File: config.mk
export PLATFORM = sky130hd
export DESIGN_NAME = loop_gate_deadtime
export DESIGN_NICKNAME = d
export VERILOG_FILES = /design/src/rtl/loop_gate_deadtime.sv
export SDC_FILE = /design/constraint.sdc
export NUM_CORES = 1
export LEC_CHECK = 0
export CAP_MARGIN = 30
export CORE_MARGIN = 4
export CORE_UTILIZATION = 28
export DETAILED_ROUTE_END_ITERATION = 12
export DONT_BUFFER_PORTS = 1
export PLACE_DENSITY = 0.41
export SKIP_LAST_GASP = 1
export SLEW_MARGIN = 20
export SYNTH_ARGS = -nofsm -noshare
export SYNTH_HDL_FRONTEND = slang
export SYNTH_SLANG_ARGS = --single-unit
File: constraint.sdc
create_clock -name CELCLK -period 2.45 [get_ports CELCLK]
set_input_delay 0.1225 -clock CELCLK [delete_from_list [all_inputs] [get_ports CELCLK]]
set_output_delay 0.1225 -clock CELCLK [all_outputs]
set_load 0.1 [all_outputs]
File: src/rtl/loop_gate_deadtime.sv
// Gate-drive sequencer: turns the synchronized active-low PWM demand into
// mutually exclusive HS/LS gate enables with dead-time, min on-time and blanked OCP.
module loop_gate_deadtime #(
  parameter int DT_W    = 4,
  parameter int DT_HL   = 3,
  parameter int DT_LH   = 3,
  parameter int TMIN_ON = 4,
  parameter int BLANK   = 2,
  parameter int OCNT_W  = 8
) (
  input  logic              CELCLK,
  input  logic              CELRSTN,
  input  logic              CELV,
  input  logic              CELG,
  input  logic              SUB,
  input  logic              en,
  input  logic              pwm_n,
  input  logic              ocp,
  input  logic              ocp_clr,
  output logic              hs_on,
  output logic              ls_on,
  output logic              ocp_lat,
  output logic [OCNT_W-1:0] ocp_cnt,
  output logic [2:0]        state
);

  typedef enum logic [2:0] {
    S_IDLE  = 3'd0,
    S_LS_ON = 3'd1,
    S_DT_LH = 3'd2,
    S_HS_ON = 3'd3,
    S_DT_HL = 3'd4
  } state_t;

  localparam logic [DT_W-1:0] DT_LH_LAST = DT_W'(DT_LH - 1);
  localparam logic [DT_W-1:0] DT_HL_LAST = DT_W'(DT_HL - 1);
  localparam logic [DT_W-1:0] TMIN_C     = DT_W'(TMIN_ON);
  localparam logic [DT_W-1:0] BLANK_C    = DT_W'(BLANK);
  localparam logic [DT_W-1:0] ON_MAX     = '1;

  state_t              state_reg;
  logic [1:0]          sync_reg;
  logic [DT_W-1:0]     dt_cnt_reg;
  logic [DT_W-1:0]     on_cnt_reg;
  logic                hs_reg;
  logic                ls_reg;
  logic                ocp_lat_reg;
  logic [OCNT_W-1:0]   ocp_cnt_reg;
  logic                pwm_req;
  logic                ocp_exit;
  logic                pwm_exit;
  logic                unused_pins;

  // Power pins exist only to match the cell footprint.
  assign unused_pins = ^{CELV, CELG, SUB};

  assign pwm_req  = ~sync_reg[1];
  assign ocp_exit = en && (state_reg == S_HS_ON) && ocp && (on_cnt_reg > BLANK_C);
  assign pwm_exit = (state_reg == S_HS_ON) && !pwm_req && (on_cnt_reg >= TMIN_C);

  always_ff @(posedge CELCLK or negedge CELRSTN) begin
    if (!CELRSTN) begin
      sync_reg    <= 2'b11;
      state_reg   <= S_IDLE;
      hs_reg      <= 1'b0;
      ls_reg      <= 1'b0;
      dt_cnt_reg  <= '0;
      on_cnt_reg  <= '0;
      ocp_lat_reg <= 1'b0;
      ocp_cnt_reg <= '0;
    end else begin
      sync_reg <= {sync_reg[0], pwm_n};

      // Clear wins over a coincident increment.
      if (ocp_clr)
        ocp_cnt_reg <= '0;
      else if (ocp_exit && (ocp_cnt_reg != '1))
        ocp_cnt_reg <= ocp_cnt_reg + OCNT_W'(1);

      if (!en) begin
        state_reg   <= S_IDLE;
        hs_reg      <= 1'b0;
        ls_reg      <= 1'b0;
        dt_cnt_reg  <= '0;
        on_cnt_reg  <= '0;
        ocp_lat_reg <= 1'b0;
      end else begin
        // The latch holds off HS re-entry until the PWM demand drops.
        if (ocp_exit)
          ocp_lat_reg <= 1'b1;
        else if ((state_reg != S_HS_ON) && !pwm_req)
          ocp_lat_reg <= 1'b0;

        case (state_reg)
          S_IDLE: begin
            dt_cnt_reg <= '0;
            if (pwm_req) begin
              state_reg <= S_DT_LH;
            end else begin
              state_reg <= S_LS_ON;
              ls_reg    <= 1'b1;
            end
          end
          S_LS_ON: begin
            if (pwm_req && !ocp_lat_reg) begin
              state_reg  <= S_DT_LH;
              ls_reg     <= 1'b0;
              dt_cnt_reg <= '0;
            end
          end
          S_DT_LH: begin
            if (dt_cnt_reg == DT_LH_LAST) begin
              state_reg  <= S_HS_ON;
              hs_reg     <= 1'b1;
              on_cnt_reg <= DT_W'(1);
            end else begin
              dt_cnt_reg <= dt_cnt_reg + DT_W'(1);
            end
          end
          S_HS_ON: begin
            if (ocp_exit || pwm_exit) begin
              state_reg  <= S_DT_HL;
              hs_reg     <= 1'b0;
              dt_cnt_reg <= '0;
            end else if (on_cnt_reg != ON_MAX) begin
              on_cnt_reg <= on_cnt_reg + DT_W'(1);
            end
          end
          S_DT_HL: begin
            if (dt_cnt_reg == DT_HL_LAST) begin
              state_reg <= S_LS_ON;
              ls_reg    <= 1'b1;
            end else begin
              dt_cnt_reg <= dt_cnt_reg + DT_W'(1);
            end
          end
          default: begin
            state_reg <= S_IDLE;
            hs_reg    <= 1'b0;
            ls_reg    <= 1'b0;
          end
        endcase
      end
    end
  end

  assign hs_on   = hs_reg;
  assign ls_on   = ls_reg;
  assign ocp_lat = ocp_lat_reg;
  assign ocp_cnt = ocp_cnt_reg;
  assign state   = state_reg;

endmodule

==> flow_metrics.tcl, run 1 <==
set metrics [dict create \
    hold_path.class "in2reg" \
    max_stage_delay_ns 0.40 \
    clkTransAtPathRegs_ns 0.10 \
    cts_resized 0 \
    layout_commonest_cell "dfrtp_1" \
    drt_iter0_drc 42 \
    grt_pass1_vias 1233 \
    synthCells 148 \
    die_h_um 78.08 \
    largest_reg_flops 8 \
    power.density_nw_per_um2 790.0 \
    antennaDiodeCount 0 \
    ys_ff_latch 24 \
    path_cells "inv_1 -> ha_1 -> nor2b_1 -> o31a_1 -> o211ai_1 -> o21ai_0 -> o21ai_0" \
    grt_max_degree 25 \
    yosysWarnings 0 \
    htree_levels 1 \
    synthToLayoutAreaGrowth_pct 22.84 \
    cts.sinks 24 \
    ys_async_sr_fraction_pct 100.0 \
    tightest_slew_ns 0.4549 \
    clock-root-buffer "clkbuf_8" \
    critical_path.startpoint_type "register" \
    critPathMaxFanout 8 \
    fin_skew_ns 0.01010 \
    fmax_mhz 510.7 \
    vdd_drop_max_v 0.0006227 \
    grt_util_all_layers_pct 11.98 \
    drt-total-wl_um 3279 \
    postRouteAntennaNets 0 \
    core-area_um2 4755 \
    synth-main-ff-cell "dfrtp_1" \
    synth_edf_count 0 \
    antenna_found_initial 0 \
    totalPowerFinal_w 0.001334 \
    fin_nets 184 \
    ys_seq_area_share_pct 43.86 \
    fin_crit_sh_pct 79.92 \
    timing.max_cap.violations 0 \
    slowest_stage "dfrtp_1" \
    multi_input_area_um2 728.2 \
    cp.arrival_ns 2.12 \
    grt-ovfl-total 0 \
    min_period_ns 1.958 \
    ys_types 42 \
    grt_setup_unrepaired "no" \
    p_leak_nw 0.7067 \
    vias 1188 \
    most-common-layout-cells "22 x dfrtp_1, 16 x buf_4, 15 x nand2_1" \
    cts-buffers-inserted 3 \
    required_ns 2.61 \
    synth_area_per_cell_um2 9.291 \
    netlist_area_um2 1375 \
    crit_buf_inv 1 \
    vias_per_cell 5.034 \
    die_area_um2 6096 \
    reg2reg_slack_ns 0.49 \
    firstDrtPassIters 4 \
    crit_top_cell "o21ai_0" \
    status "finished, final reports clean" \
    final_max_slew_viol_count 0 \
    maxSlewHeadroom_pct 69.44 \
    drc 0 \
    rows 25 \
    hpwl_um 2416 \
    grt_pass1_wl_um 5906 \
    drive_gt1_share_pct 15.38 \
    clockBufferDepth 2 \
    hold_viol_final 0 \
    clock_latency_ns 0.27 \
    routedWlPerCell_um 13.89 \
    io_pins 23 \
    seqCellArea_um2 603.1 \
    crit_family "compound AO/OA/AOI/OAI gates" \
    cts_tree "yes" \
    crit_path_end_kind "register" \
    portBuffers 0 \
    crit_type "reg2reg" \
    synth_fp_nets 162 \
    tns_ns 0 \
    die_w_um 78.08 \
    place_congestion 0.7975 \
    num-fill-cells 525 \
    finalSetupViolCount 0 \
    initial_core_util_pct 28.92 \
]
==> Yosys cell counts (2+ instances only) <==
library cell | n | share of area (%)
a21oi_1 | 8 | 2.9
a22o_1 | 2 | 1.3
a31oi_1 | 3 | 1.4
buf_2 | 2 | 0.73
dfrtp_1 | 22 | 40
dfstp_2 | 2 | 3.8
ha_1 | 5 | 4.5
inv_1 | 6 | 1.6
mux2i_1 | 2 | 1.5
nand2_1 | 15 | 4.1
nand2b_1 | 5 | 2.3
nand3_1 | 6 | 2.2
nand4_1 | 2 | 0.91
nor2_1 | 14 | 3.8
nor2b_1 | 5 | 2.3
nor3_1 | 4 | 1.5
nor3b_1 | 2 | 1.1
nor4_1 | 2 | 0.91
o21a_1 | 2 | 1.1
o21ai_0 | 10 | 3.6
o22ai_1 | 2 | 0.91
o2bb2ai_1 | 2 | 1.3
xnor2_1 | 6 | 3.8
==> path summary, 6_finish.rpt <==
path / from / endpoint / cells past startpoint
hold reg to reg: sync_reg[0] / sync_reg[1] / 0
setup / recovery: on_cnt_reg[0] / dt_cnt_reg[2] / 7
max in group asynchronous: CELRSTN / sync_reg[0] / 2
min in group asynchronous: CELRSTN / ocp_cnt[0] / 2
setup reg to reg: on_cnt_reg[0] / dt_cnt_reg[2] / 7
hold / removal: en / on_cnt_reg[3] / 2
==> through the flow <==
| step | instance area (um^2) | cells | hold WS, ns | setup WS [ns] | utilization [%] |
|---|---|---|---|---|---|
| 2_1_floorplan | 1375 | 148 | -0.1731 | 0.2713 | - |
| 3_5_place_dp | 1558 | 227 | -0.1724 | 0.4546 | 32.76 |
| 5_1_grt | 1689 | 236 | 0.1133 | 0.2948 | 35.53 |
| 4_1_cts | 1689 | 236 | 0.08587 | 0.4473 | 35.53 |
| 6_report | 1689 | 236 | 0.09947 | 0.4920 | 35.53 |
| 3_3_place_gp | 1558 | 227 | -0.1724 | 0.5200 | 32.76 |
==> what timing repair did <==
| item | 4_1_cts | 5_1_grt |
|---|---|---|
| buffers inserted | 0 | 0 |
| endpoints found under the hold margin | 35 | 0 |
| hold buffers | 5 | 0 |
==> cells by family (layout without fill, tap and decap cells) <==
logic type / Yosys count / in the layout / synth area share, %
AOI/OAI and AO/OA: 42 / 42 / 21.48
xor gates and xnor gates: 7 / 7 / 4.459
adders and majority gates: 5 / 5 / 4.550
buffers and inverters: 10 / 31 / 3.185
DFF: 24 / 24 / 43.86
muxes: 2 / 2 / 1.456
and+or+nand+nor: 58 / 58 / 21.02
==> metal layers <==
metal | track usage (%) | vias up | routed length [um]
li1 | - | 578 | -
met1 | 15.43 | 570 | 1438
met2 | 20.46 | 38 | 1602
met3 | 3.096 | 2 | 218
met4 | 2.098 | 0 | 19
met5 | 0 | - | 0
==> report_power, final <==
group,internal [W],switching [W]
registers,0.000437,0.0000535
clock network,0.000219,0.000138
logic,0.000144,0.000344
total,0.000800,0.000535
==> final cells by class <==
| class | count | area share, % |
|---|---|---|
| clock buffers | 3 | 2.444 |
| repair buffers | 21 | 10.67 |
| multi-input cells | 114 | 43.11 |
| inverters | 6 | 1.333 |
| flip-flops and latches | 24 | 35.70 |
| well taps | 67 | 4.963 |
| clock inverters | 1 | 1.778 |
Note: power is estimated with default switching activity, not from simulation.
==> inputs of run 2 (changes only) <==
==> constraint.sdc (replaced) <==
create_clock -name CELCLK -period 2 [get_ports CELCLK]
set_input_delay 0.1 -clock CELCLK [delete_from_list [all_inputs] [get_ports CELCLK]]
set_output_delay 0.1 -clock CELCLK [all_outputs]
set_load 0.1 [all_outputs]
==> run 2 against run 1 <==
Maximum frequency increased by 7.4%. Critical path depth unchanged. Clock-buffer cell count unchanged. Register-to-register slack got worse by 0.32 ns. Power increased by 22%. Flip-flop and latch count unchanged.
==> flow_metrics.tcl, run 2 (synthesis gave the netlist of run 1 again) <==
set metrics [dict create \
    cts-buffers-inserted 3 \
    power.density_nw_per_um2 953.1 \
    die_area_um2 6096 \
    p_leak_nw 0.7105 \
    firstDrtPassIters 4 \
    maxSlewHeadroom_pct 71.29 \
    final_max_slew_viol_count 0 \
    tns_ns 0 \
    die_w_um 78.08 \
    crit_family "compound AO/OA/AOI/OAI gates" \
    drive_gt1_share_pct 19.88 \
    p_seq_share_pct 39.4 \
    hold_viol_final 0 \
    largest_reg_flops 8 \
    pre_cts_slack_ns 0.09501 \
    vdd_drop_max_v 0.0006007 \
    grt_pass1_wl_um 5526 \
    fin_crit_sh_pct 91.17 \
    hold_path.class "in2reg" \
    p_clk_share_pct 26.6 \
    drt-total-wl_um 3233 \
    fmax_mhz 548.4 \
    grt_pass1_vias 1199 \
    reg2reg_depth 7 \
    antennaDiodeCount 0 \
    most-common-layout-cells "18 x buf_4, 17 x dfrtp_1, 15 x nand2_1" \
    intPower_w 0.0009750 \
    finalSetupViolCount 0 \
    num-fill-cells 515 \
    grt_setup_unrepaired "no" \
    grt_max_degree 25 \
    r2r_end "on_cnt_reg[1]" \
    required_ns 2.16 \
    htree_levels 1 \
    totalPowerFinal_w 0.001633 \
    postRouteAntennaNets 0 \
    rows 25 \
    grt_util_all_layers_pct 11.18 \
    clock-root-buffer "clkbuf_8" \
    cts_tree "yes" \
    switchingPower_w 0.0006576 \
    die_h_um 78.08 \
    placed_cell_area_um2 1572 \
    clock_latency_ns 0.27 \
    critPathMaxFanout 6 \
    vias_per_cell 5.021 \
    io_pins 23 \
    timing.max_cap.violations 0 \
    clkTransAtPathRegs_ns 0.09 \
    switching_share_pct 40.28 \
    portBuffers 0 \
    critical_path.startpoint_type "register" \
    crit_type "reg2reg" \
    clockBufferDepth 2 \
    vias 1195 \
    fin_nets 186 \
    reg2reg_slack_ns 0.18 \
    setup_slack_ns 0.1765 \
    crit_buf_inv 1 \
    place_congestion 0.7860 \
    cts.sinks 24 \
    hold_depth 2 \
    tightest_slew_ns 0.4274 \
    max_stage_delay_ns 0.42 \
    r2r_start "on_cnt_reg[0]" \
    layout_commonest_cell "buf_4" \
    path_cells "inv_1 -> ha_1 -> nor2b_2 -> o31a_1 -> a311oi_1 -> o21ai_1 -> a22o_1" \
    routedWlPerCell_um 13.58 \
    status "finished, final reports clean" \
    fin_skew_ns 0.005248 \
    cp.arrival_ns 1.99 \
    min_from "en" \
    crit_path_end_kind "register" \
    timing.hold.worst_endpoint "on_cnt_reg[2]" \
    drt_iter0_drc 24 \
    min_period_ns 1.823 \
    hpwl_um 2313 \
    synthToLayoutAreaGrowth_pct 24.57 \
    antenna_found_initial 0 \
    grt-ovfl-total 0 \
    initial_core_util_pct 28.92 \
    slowest_stage "dfrtp_1" \
    drc 0 \
    final_area_um2 1713 \
    core-area_um2 4755 \
    share_comb_of_total_power_pct 34.0 \
]
[run 2: worst register-to-register path, delay by kind of cell, from the launching register on]
family          cells  cell delay [ns]
compound gates      4             1.00
flops               1             0.42
fa+ha+maj           1             0.16
buf+inv             1             0.09
simple gates        1             0.06
[run 2: area by class of cell]
class / instances / area [um^2] / area share (%)
multi-input combinational: 114 / 730.7 / 42.66
sequential: 24 / 609.3 / 35.57
timing repair buffer: 23 / 195.2 / 11.40
tap: 67 / 83.83 / 4.894
clock buffer: 3 / 41.29 / 2.411
clock inverter: 1 / 30.03 / 1.753
inverter: 6 / 22.52 / 1.315
[run 2: power groups by stage]
stage	registers [W]	logic (W)	clock network, W
3_5_place_dp	0.000649	0.000528	0
4_1_cts	0.000641	0.000553	0.000457
6_report	0.000643	0.000555	0.000435
2_1_floorplan	0.000800	0.000265	0
3_3_place_gp	0.000646	0.000520	0
5_1_grt	0.000653	0.000592	0.000478
[run 2: how the worst max path moves through the flow]
stage / cells after the start / start / slack [ns] / to
after floorplan: 5 / ocp_cnt[4] / 0.11 / ocp_cnt[5]
after global placement: 7 / on_cnt_reg[0] / 0.16 / dt_cnt_reg[2]
after detailed placement: 7 / on_cnt_reg[0] / 0.1 / dt_cnt_reg[2]
after CTS: 7 / on_cnt_reg[0] / 0.08 / dt_cnt_reg[2]
after global routing: 7 / on_cnt_reg[0] / 0.02 / on_cnt_reg[1]
final: 7 / on_cnt_reg[0] / 0.18 / on_cnt_reg[1]
[run 2: layer usage]
layer  global-route usage (%)  share of wire, %
met5                        0                 0
met4                    2.797               1.2
met3                    3.555               5.2
met2                    18.58                47
met1                    14.07                47
[run 2: stage by stage]
step	hold WS, ns	utilization (%)	instances
2_1_floorplan	-0.1956	-	148
3_3_place_gp	-0.1948	33.05	228
3_5_place_dp	-0.1948	33.05	228
4_1_cts	0.06626	35.82	237
5_1_grt	0.07555	36.03	238
6_report	0.08133	36.03	238
[run 2: timing repair]
| item | CTS | global route |
|---|---|---|
| hold buffers | 5 | 0 |
| gates resized for setup | 0 | 1 |
| setup endpoints to repair | 0 | 4 |
| hold endpoints to repair | 35 | 0 |
| setup buffers | 0 | 1 |
